[src/rtl/memc_lane_dma_port_if.sv]
// DMA-to-memory-controller handshake bundle for one execution lane.
// master: the per-lane DMA initiator; slave: the memory-controller responder.
interface memc_lane_dma_port_if #(
    parameter int DATA_WIDTH = 32,
    parameter int ADDR_WIDTH = 20
);
    logic                  dma__memc__write_valid;
    logic [ADDR_WIDTH-1:0] dma__memc__write_address;
    logic [DATA_WIDTH-1:0] dma__memc__write_data;
    logic                  memc__dma__write_ready;
    logic                  dma__memc__read_valid;
    logic [ADDR_WIDTH-1:0] dma__memc__read_address;
    logic                  memc__dma__read_ready;
    logic                  dma__memc__read_pause;
    logic [DATA_WIDTH-1:0] memc__dma__read_data;
    logic                  memc__dma__read_data_valid;

    modport master (
        output dma__memc__write_valid, dma__memc__write_address, dma__memc__write_data,
        output dma__memc__read_valid, dma__memc__read_address, dma__memc__read_pause,
        input  memc__dma__write_ready, memc__dma__read_ready,
        input  memc__dma__read_data, memc__dma__read_data_valid
    );

    modport slave (
        input  dma__memc__write_valid, dma__memc__write_address, dma__memc__write_data,
        input  dma__memc__read_valid, dma__memc__read_address, dma__memc__read_pause,
        output memc__dma__write_ready, memc__dma__read_ready,
        output memc__dma__read_data, memc__dma__read_data_valid
    );
endinterface

[src/rtl/memc_lane_dma_port.sv]
// Memory-controller responder for one lane's DMA port: arbitrates DMA writes
// and reads onto a single-port lane SRAM and returns read data in order
// through a credit-limited queue that honours read_pause.
// Optional: define MEMC_LANE_DMA_PORT_STATS_EN to add saturating 16-bit
// write/read accept counters.
module memc_lane_dma_port #(
    parameter int DATA_WIDTH  = 32,
    parameter int ADDR_WIDTH  = 20,
    parameter int MEM_LATENCY = 2,
    parameter int RDQ_DEPTH   = 4
) (
    input  logic                  clk,
    input  logic                  reset_poweron,
    memc_lane_dma_port_if.slave   dma,
    output logic                  memc__sram__enable,
    output logic                  memc__sram__write,
    output logic [ADDR_WIDTH-1:0] memc__sram__address,
    output logic [DATA_WIDTH-1:0] memc__sram__write_data,
    input  logic [DATA_WIDTH-1:0] sram__memc__read_data
`ifdef MEMC_LANE_DMA_PORT_STATS_EN
    ,
    output logic [15:0]           memc__stats__write_count,
    output logic [15:0]           memc__stats__read_count
`endif
);
    localparam int QAW = $clog2(RDQ_DEPTH);
    localparam int CW  = $clog2(RDQ_DEPTH + 1);
    localparam logic [CW-1:0] DEPTH_C = CW'(RDQ_DEPTH);

    typedef enum logic {GRANT_WR = 1'b0, GRANT_RD = 1'b1} grant_t;

    logic                  init_p0;     // first cycle after reset falls
    logic                  blank;       // force every output to zero
    logic                  wr_acc, rd_acc, pop, push, rd_credit, rdq_empty;
    grant_t                last_grant;
    logic [CW-1:0]         outstanding;
    logic [CW-1:0]         rdq_count;
    logic [QAW-1:0]        rdq_wr_ptr, rdq_rd_ptr;
    logic [DATA_WIDTH-1:0] rdq_mem [RDQ_DEPTH];
    logic [MEM_LATENCY:0]  rd_vld_p;    // bit 0 aligns with SRAM command, top bit with SRAM data
    logic                  sram_en_p1, sram_wr_p1;
    logic [ADDR_WIDTH-1:0] sram_addr_p1;
    logic [DATA_WIDTH-1:0] sram_wdata_p1;

    assign blank     = reset_poweron | init_p0;
    assign rdq_empty = (rdq_count == '0);
    assign pop       = !rdq_empty && !dma.dma__memc__read_pause && !blank;
    assign push      = rd_vld_p[MEM_LATENCY];
    // A pop in the same cycle frees a slot, so back-to-back reads never bubble.
    assign rd_credit = (outstanding < DEPTH_C) || pop;

    // Arbitrate: alternate under contention, writes win when reads lack credit.
    always_comb begin
        wr_acc = 1'b0;
        rd_acc = 1'b0;
        if (!blank) begin
            if (dma.dma__memc__write_valid && dma.dma__memc__read_valid) begin
                if (rd_credit && last_grant == GRANT_WR) rd_acc = 1'b1;
                else                                     wr_acc = 1'b1;
            end else if (dma.dma__memc__write_valid) begin
                wr_acc = 1'b1;
            end else if (dma.dma__memc__read_valid) begin
                rd_acc = rd_credit;
            end
        end
    end

    assign dma.memc__dma__write_ready     = wr_acc;
    assign dma.memc__dma__read_ready      = rd_acc;
    assign dma.memc__dma__read_data_valid = pop;
    assign dma.memc__dma__read_data       = blank ? '0 : rdq_mem[rdq_rd_ptr];

    // Gating with reset drops a command registered just before reset asserts.
    assign memc__sram__enable     = sram_en_p1 & !blank;
    assign memc__sram__write      = sram_wr_p1 & !blank;
    assign memc__sram__address    = blank ? '0 : sram_addr_p1;
    assign memc__sram__write_data = blank ? '0 : sram_wdata_p1;

    // Control state: credits, grant history, read tags, queue pointers.
    always_ff @(posedge clk) begin
        if (reset_poweron) begin
            init_p0     <= 1'b1;
            outstanding <= '0;
            last_grant  <= GRANT_RD;
            rd_vld_p    <= '0;
            sram_en_p1  <= 1'b0;
            sram_wr_p1  <= 1'b0;
            rdq_count   <= '0;
            rdq_wr_ptr  <= '0;
            rdq_rd_ptr  <= '0;
        end else begin
            init_p0 <= 1'b0;
            case ({rd_acc, pop})
                2'b10:   outstanding <= outstanding + CW'(1);
                2'b01:   outstanding <= outstanding - CW'(1);
                default: outstanding <= outstanding;
            endcase
            if (wr_acc)      last_grant <= GRANT_WR;
            else if (rd_acc) last_grant <= GRANT_RD;
            // Stage boundary: accept -> SRAM command -> SRAM data return.
            rd_vld_p   <= {rd_vld_p[MEM_LATENCY-1:0], rd_acc};
            sram_en_p1 <= wr_acc | rd_acc;
            sram_wr_p1 <= wr_acc;
            if (push) rdq_wr_ptr <= rdq_wr_ptr + QAW'(1);
            if (pop)  rdq_rd_ptr <= rdq_rd_ptr + QAW'(1);
            case ({push, pop})
                2'b10:   rdq_count <= rdq_count + CW'(1);
                2'b01:   rdq_count <= rdq_count - CW'(1);
                default: rdq_count <= rdq_count;
            endcase
        end
    end

    // Datapath registers: SRAM command payload and queue storage.
    always_ff @(posedge clk) begin
        if (wr_acc)
            sram_addr_p1 <= dma.dma__memc__write_address;
        else if (rd_acc)
            sram_addr_p1 <= dma.dma__memc__read_address;
        if (wr_acc)
            sram_wdata_p1 <= dma.dma__memc__write_data;
        if (push)
            rdq_mem[rdq_wr_ptr] <= sram__memc__read_data;
    end

`ifdef MEMC_LANE_DMA_PORT_STATS_EN
    function automatic logic [15:0] sat_inc16(input logic [15:0] v);
        return (v == 16'hFFFF) ? v : v + 16'd1;
    endfunction

    // Saturating accept counters.
    always_ff @(posedge clk) begin
        if (reset_poweron) begin
            memc__stats__write_count <= '0;
            memc__stats__read_count  <= '0;
        end else begin
            if (wr_acc) memc__stats__write_count <= sat_inc16(memc__stats__write_count);
            if (rd_acc) memc__stats__read_count  <= sat_inc16(memc__stats__read_count);
        end
    end
`endif
endmodule

[src/flat_wrapper.sv]
// flat-port wrapper written by rule: the top's interface ports become plain ports
module memc_lane_dma_port_flat 
#(
    parameter int DATA_WIDTH  = 32,
    parameter int ADDR_WIDTH  = 20,
    parameter int MEM_LATENCY = 2,
    parameter int RDQ_DEPTH   = 4
)
  (clk, reset_poweron, memc__sram__enable, memc__sram__write, memc__sram__address, memc__sram__write_data, sram__memc__read_data, dma_dma__memc__write_valid, dma_dma__memc__write_address, dma_dma__memc__write_data, dma_dma__memc__read_valid, dma_dma__memc__read_address, dma_dma__memc__read_pause, dma_memc__dma__write_ready, dma_memc__dma__read_ready, dma_memc__dma__read_data, dma_memc__dma__read_data_valid);
  memc_lane_dma_port_if #(.DATA_WIDTH(DATA_WIDTH), .ADDR_WIDTH(ADDR_WIDTH)) dma_i ();
  input  logic clk;
  input  logic reset_poweron;
  output logic memc__sram__enable;
  output logic memc__sram__write;
  output logic [ADDR_WIDTH-1:0] memc__sram__address;
  output logic [DATA_WIDTH-1:0] memc__sram__write_data;
  input  logic [DATA_WIDTH-1:0] sram__memc__read_data;
  input wire logic [$bits(dma_i.dma__memc__write_valid)-1:0] dma_dma__memc__write_valid;
  input wire logic [$bits(dma_i.dma__memc__write_address)-1:0] dma_dma__memc__write_address;
  input wire logic [$bits(dma_i.dma__memc__write_data)-1:0] dma_dma__memc__write_data;
  input wire logic [$bits(dma_i.dma__memc__read_valid)-1:0] dma_dma__memc__read_valid;
  input wire logic [$bits(dma_i.dma__memc__read_address)-1:0] dma_dma__memc__read_address;
  input wire logic [$bits(dma_i.dma__memc__read_pause)-1:0] dma_dma__memc__read_pause;
  output wire logic [$bits(dma_i.memc__dma__write_ready)-1:0] dma_memc__dma__write_ready;
  output wire logic [$bits(dma_i.memc__dma__read_ready)-1:0] dma_memc__dma__read_ready;
  output wire logic [$bits(dma_i.memc__dma__read_data)-1:0] dma_memc__dma__read_data;
  output wire logic [$bits(dma_i.memc__dma__read_data_valid)-1:0] dma_memc__dma__read_data_valid;
  assign dma_i.dma__memc__write_valid = dma_dma__memc__write_valid;
  assign dma_i.dma__memc__write_address = dma_dma__memc__write_address;
  assign dma_i.dma__memc__write_data = dma_dma__memc__write_data;
  assign dma_i.dma__memc__read_valid = dma_dma__memc__read_valid;
  assign dma_i.dma__memc__read_address = dma_dma__memc__read_address;
  assign dma_i.dma__memc__read_pause = dma_dma__memc__read_pause;
  assign dma_memc__dma__write_ready = dma_i.memc__dma__write_ready;
  assign dma_memc__dma__read_ready = dma_i.memc__dma__read_ready;
  assign dma_memc__dma__read_data = dma_i.memc__dma__read_data;
  assign dma_memc__dma__read_data_valid = dma_i.memc__dma__read_data_valid;
  memc_lane_dma_port #(.DATA_WIDTH(DATA_WIDTH), .ADDR_WIDTH(ADDR_WIDTH), .MEM_LATENCY(MEM_LATENCY), .RDQ_DEPTH(RDQ_DEPTH)) u_core (.clk(clk), .reset_poweron(reset_poweron), .dma(dma_i), .memc__sram__enable(memc__sram__enable), .memc__sram__write(memc__sram__write), .memc__sram__address(memc__sram__address), .memc__sram__write_data(memc__sram__write_data), .sram__memc__read_data(sram__memc__read_data));
endmodule
[config.mk]
export PLATFORM = sky130hd
export DESIGN_NAME = memc_lane_dma_port_flat
export DESIGN_NICKNAME = d
export VERILOG_FILES = /design/src/rtl/memc_lane_dma_port_if.sv /design/src/rtl/memc_lane_dma_port.sv /design/src/flat_wrapper.sv
export SDC_FILE = /design/constraint.sdc
export NUM_CORES = 1
export LEC_CHECK = 0
export ABC_AREA = 1
export ABC_CLOCK_PERIOD_IN_PS = 2600
export CAP_MARGIN = 10
export CORE_MARGIN = 3
export CORE_UTILIZATION = 49
export CTS_CLUSTER_SIZE = 28
export DETAILED_ROUTE_END_ITERATION = 16
export PLACE_DENSITY = 0.78
export SKIP_LAST_GASP = 1
export SLEW_MARGIN = 20
export SYNTH_ARGS = -nofsm -noshare
export SYNTH_HDL_FRONTEND = slang
export SYNTH_SLANG_ARGS = --single-unit
export TNS_END_PERCENT = 10
[constraint.sdc]
create_clock -name clk -period 2.6 [get_ports clk]
set_clock_uncertainty 0.15 [all_clocks]
set_input_delay 0.52 -clock clk [delete_from_list [all_inputs] [get_ports clk]]
set_output_delay 0.52 -clock clk [all_outputs]
set_load 0.02 [all_outputs]
* Word-level counts from Yosys, hierarchy flattened
Memories as Yosys holds them, arrays and structs flattened. A register that Yosys moved wholly into a read port is not among the register bits. Index checks and enable logic that the tools add are counted.
Word-level totals: flip-flop bits (word level) 69, bits in latches 0, memory bits (writable) 128, ROM bits 0, input port bits 109, output and inout port bits 89, logic and storage cells 63, memories kept 1
Memories:
- u_core.rdq_mem | depth 4, width 32, rd ports 1, clocked after Yosys merged registers in 1, wr ports 1, RTL line memc_lane_dma_port.sv:39 | logic [DATA_WIDTH-1:0] rdq_mem [RDQ_DEPTH];
Cells by class: add/sub/neg operators 6, $mul 0, div/mod/pow operators 0, order comparisons 1, equal/unequal tests 4, shift operators 0, muxes and demuxes 23, bitwise operators 5, reduce and logical (&&, ||, !) cells 12
Operator list (number):
- two-way mux 32 bit | 2
- two-way mux 20 bit | 3
- two-way mux 1 bit | 14
- one-hot mux 3 bit (2 select lines) | 2
- adder 3 x 1 -> 3 bit, second input constant | 2
- nonzero test 2 bit | 3
- subtractor 3 x 1 -> 3 bit, second input constant | 2
- adder 2 x 1 -> 2 bit, second input constant | 2
- equality test 2 x 1 -> 1 bit, second input constant | 2
- equality test 2 bit, second input constant | 2
- logical AND 1 bit | 4
- two-way mux 2 bit | 2
- zero test 1 bit | 3
- zero test 3 bit | 1
- < comparator 3 bit, second input constant | 1
- bitwise AND 1 bit | 2
- bitwise OR 1 bit | 2
- logical OR 1 bit | 1
- NOT 1 bit | 1

* Longest topological paths before layout
depth after elaboration 11, gate-level depth with buffers 14, mapped depth without buffers 13

* Worst setup path before layout
OpenSTA, ideal clock, no wires.
kind input-to-output, start in reset_poweron, end out dma_memc__dma__write_ready, data arrival time 1.974 ns, data required time 1.930 ns, setup slack -0.044 ns, stages 10, path buffers 2, cell sequence buf_6 inv_4 nand2_4 nor2_4 nand2_4 nand2_2 nand2_2 nand2_4 buf_6 inv_1
Between the ends: cells in the longest elaborated chain, start to end 8
RTL lines:
- from (decl) | RTL line flat_wrapper.sv:12 | input logic reset_poweron;
- bitwise OR 1 bit * | RTL line memc_lane_dma_port.sv:45 | assign blank = reset_poweron | init_p0;
- zero test 1 bit | RTL line memc_lane_dma_port.sv:47 | assign pop = !rdq_empty && !dma.dma__memc__read_pause && !blank;
- logical AND 1 bit | RTL line memc_lane_dma_port.sv:47
- logical OR 1 bit | RTL line memc_lane_dma_port.sv:50 | assign rd_credit = (outstanding < DEPTH_C) || pop;
- logical AND 1 bit | RTL line memc_lane_dma_port.sv:58 | if (rd_credit && last_grant == GRANT_WR) rd_acc = 1'b1;
- two-way mux 1 bit | RTL line memc_lane_dma_port.sv:58
- two-way mux 1 bit | RTL line memc_lane_dma_port.sv:57 | if (dma.dma__memc__write_valid && dma.dma__memc__read_valid) begin
- two-way mux 1 bit * | RTL line memc_lane_dma_port.sv:56 | if (!blank) begin
- to (decl) | RTL line flat_wrapper.sv:24 | output wire logic [$bits(dma_i.memc__dma__write_ready)-1:0] dma_memc__dma__write_ready;
Mark *: on every way between the ends. The rest lies on a longest branch, timed or not.

* Worst setup path in the final report
start in reset_poweron, end out memc__sram__write_data[21]
Between the ends: cells in the longest elaborated chain, start to end 2
RTL lines:
- bitwise OR 1 bit | RTL line memc_lane_dma_port.sv:45
- two-way mux 32 bit | RTL line memc_lane_dma_port.sv:77 | assign memc__sram__write_data = blank ? '0 : sram_wdata_p1;
- to (decl) | RTL line flat_wrapper.sv:16 | output logic [DATA_WIDTH-1:0] memc__sram__write_data;
No other way between the ends.

==> flow_summary.yaml <==
clock_tree:
  ctsHtreeMaxLevel: 4
  postCtsSetupBuffers: 0
  clock_path_buffers: 2
  path_clk_slew_ps: 70
  cts_made_buffers: 17
  worstSkewPairLatency_ps: 430
  numClockSinks: 199
  clockRootBuffer: "clkbuf_16"
  tritoncts: "done"
  holdBufCountCts: 0
layout:
  drive_gt1_share_pct: 8.47
  final_nets: 1048
  multi_input_area_um2: 1810
  final_area_um2: 11000
  fin_cells: 1160
  n_fill_cell: 1182
  layout.area.seq_um2: 5790
  antennaDiodeCount: 0
  area_delta_synth_final_pct: 36.3
route:
  drc: 0
  wl_per_cell_um: 16.0
  vias: 5770
  firstDrtPassIters: 4
  drt_iter0_markers: 339
  ant_nets: 0
  drt_wl_total_mm: 18.6
  viasPerCell: 4.97
placed_design:
  dp_cells: 1127
  gp_congestion: 0.797
  io_buffers: 197
  placed_cell_area_um2: 10500
  dp_hpwl_mm: 12.2
critical_path:
  end_kind: "output port"
  reg2reg_depth: 11
  worstSetupPathType: "primary input to output port"
  cp.depth: 7
  arrival_ps: 2190
  cp_slowest_cell: "clkdlybuf4s50_1"
  cp_num_buf_inv: 5
  critPathMaxFanout: 13
  crit_family: "buffers and inverters"
  required_ps: 1930
  startpoint_type: "primary input"
  crit_chain: "clkdlybuf4s50_1, inv_4, nand2_4, buf_12, buf_12, nor2_1, clkdlybuf4s50_1"
  max_stage_delay_ps: 620
synth:
  seq_area_frac_synth_pct: 71.6
  synthesis.nets: 833
  yosysWarningCount: 0
  synth.avg_cell_area_um2: 11.3
  syn_area_um2: 8080
  synthDistinctLibCells: 24
  ys_ff_latch: 199
  synth_cells: 716
floorplanning:
  die-width_um: 134
  die_h_um: 134
  start_util_pct: 50.5
  row_count: 46
  ios: 198
  die_area_um2: 18100
  core-area_um2: 16000
status:
  status: "finished, violations left"
  violations: "setup timing"
sta:
  final-setup-viol-count: 46
  fmax_mhz: 349
  finalWorstSetupSlack_ps: -263
  hold_viol: 0
  fin_crit_ps: 2860
  post-route-period-util_pct: 110
  rsz0062_at_grt: "yes"
  slew_violations: 0
  maxSlewHeadroom_pct: 67.3
  tightest_slew_ps: 491
power:
  p_leak_nw: 4.62
  power_density_nw_per_um2: 589
  ir_drop_uv: 446
run:
  maxCapViolations: 0
global_routing:
  grt_max_degree: 37
  track_usage_pct: 20.5
  grt_overflow: 0
  antenna_found_initial: 1
  grt_first_pass_wirelength_mm: 28.8
  grt_pass1_vias: 5758
hold_path:
  worstHoldPathCells: 2
  hold_path.class: "register to register"
==> placed cells by master (no fill, tap or decap), types with 2 or more instances in the layout <==
cell	Yosys	routed
a21oi_1	40	40
buf_12	0	8
buf_2	17	7
buf_4	0	26
clkbuf_16	0	17
clkdlybuf4s50_1	0	130
clkinv_1	1	4
clkinv_2	0	2
clkinvlp_4	0	3
dfxtp_1	19	18
dlygate4sd2_1	0	51
dlymetal6s2s_1	0	9
edfxtp_1	180	180
fa_1	2	2
ha_1	6	6
inv_1	78	77
inv_6	0	4
nand2_1	55	55
nand2_2	2	2
nand2_4	3	3
nand3_1	21	21
nor2_1	195	195
o21ai_0	69	69
xor2_1	3	3
==> sequential cells by signal (all words and copies together) (netlist names), 2 cells and up, named ones only <==
| register | flops |
|---|---|
| u_core.outstanding | 3 |
| u_core.rd_vld_p | 3 |
| u_core.rdq_count | 3 |
| u_core.rdq_mem | 128 |
| u_core.rdq_rd_ptr | 2 |
| u_core.rdq_wr_ptr | 2 |
| u_core.sram_addr_p1 | 20 |
| u_core.sram_wdata_p1 | 32 |
==> what timing repair did <==
| item | in CTS | in global routing |
|---|---|---|
| gates resized for setup | 79 | 9 |
| gates cloned | 1 | 0 |
| setup endpoints to repair | 89 | 90 |
==> kinds of logic after synthesis <==
| family | Yosys count | synth area share [%] |
|---|---|---|
| fa+ha+maj | 8 | 1.43 |
| flops | 199 | 71.6 |
| buf+inv | 116 | 5.96 |
| compound gates | 110 | 6.82 |
| xor+xnor | 3 | 0.325 |
| simple gates | 280 | 13.8 |
==> layout make-up <==
type,instances,area share [%]
Sequential cell,199,52.5
Timing Repair Buffer,232,20.7
Multi-Input combinational cell,401,16.4
Clock buffer,18,3.90
Inverter,80,2.78
Tap cell,216,2.45
Clock inverter,14,1.15
==> Yosys cell counts <==
master    count  area, µm²
nand2_2       2       12.5
and3_1        1       6.26
o21ai_0      69        345
nand3_1      21        105
clkinv_1      1       3.75
nor2_2        1       6.26
xor2_1        3       26.3
inv_4         1       6.26
o21ai_1       1       5.00
a21oi_1      40        200
nor2_4        1       11.3
nor2_1      195        732
nand2_4       3       33.8
nor3_1        1       5.00
nand2_1      55        206
dfxtp_1      19        380
inv_1        78        293
buf_1         1       3.75
fa_1          2       40.0
ha_1          6       75.1
buf_6         3       33.8
clkbuf_1     15       56.3
buf_2        17       85.1
edfxtp_1    180       5410
==> path summary, 6_finish.rpt <==
path,start,end,slack [ps]
worst max-delay path,reset_poweron,memc__sram__write_data[21],-260
worst min-delay path,u_core.rd_vld_p[0],u_core.rd_vld_p[1],250
worst max register to register,u_core.init_p0,u_core.outstanding[2],340
worst min register to register,u_core.rd_vld_p[0],u_core.rd_vld_p[1],250
==> power breakdown <==
part	switching [mW]	total, mW	internal (mW)
registers	0.0111	3.54	3.53
clock network	1.14	2.46	1.33
logic	0.231	0.486	0.255
total	1.38	6.49	5.11
==> per-layer routing <==
layer / vias up / GRT usage [%] / wire length [µm]
met3: 39 / 5.66 / 1280
met4: 2 / 6.22 / 417
met1: 2714 / 25.2 / 7250
met2: 205 / 35.5 / 9600
li1: 2810 / - / -
met5: - / 0 / 17
==> through the flow <==
| step | setup TNS [ps] | hold slack, ps | util (%) | power [mW] | setup WS, ps |
|---|---|---|---|---|---|
| CTS | -9140 | 254 | 68.7 | 6.53 | -279 |
| global route | -11170 | 279 | 68.8 | 6.69 | -338 |
| finish | -5770 | 253 | 68.8 | 6.49 | -263 |
| detailed placement | -26800 | 244 | 65.6 | 4.12 | -426 |
| floorplan | 0 | 238 | - | 3.79 | 158 |
| global placement | -23470 | 243 | 65.6 | 4.11 | -350 |
==> worst reg2reg max path, stage by stage (launching register included) <==
cell and delay [ps]:
dfxtp_1 300, inv_1 90, nand2_4 100, buf_4 160
nor2_1 110, nand2_1 130, ha_1 250, fa_1 460
nor2_1 130, nor2_1 60, and3_1 140, nor3_1 110
Power figures use the tool's default switching activity.
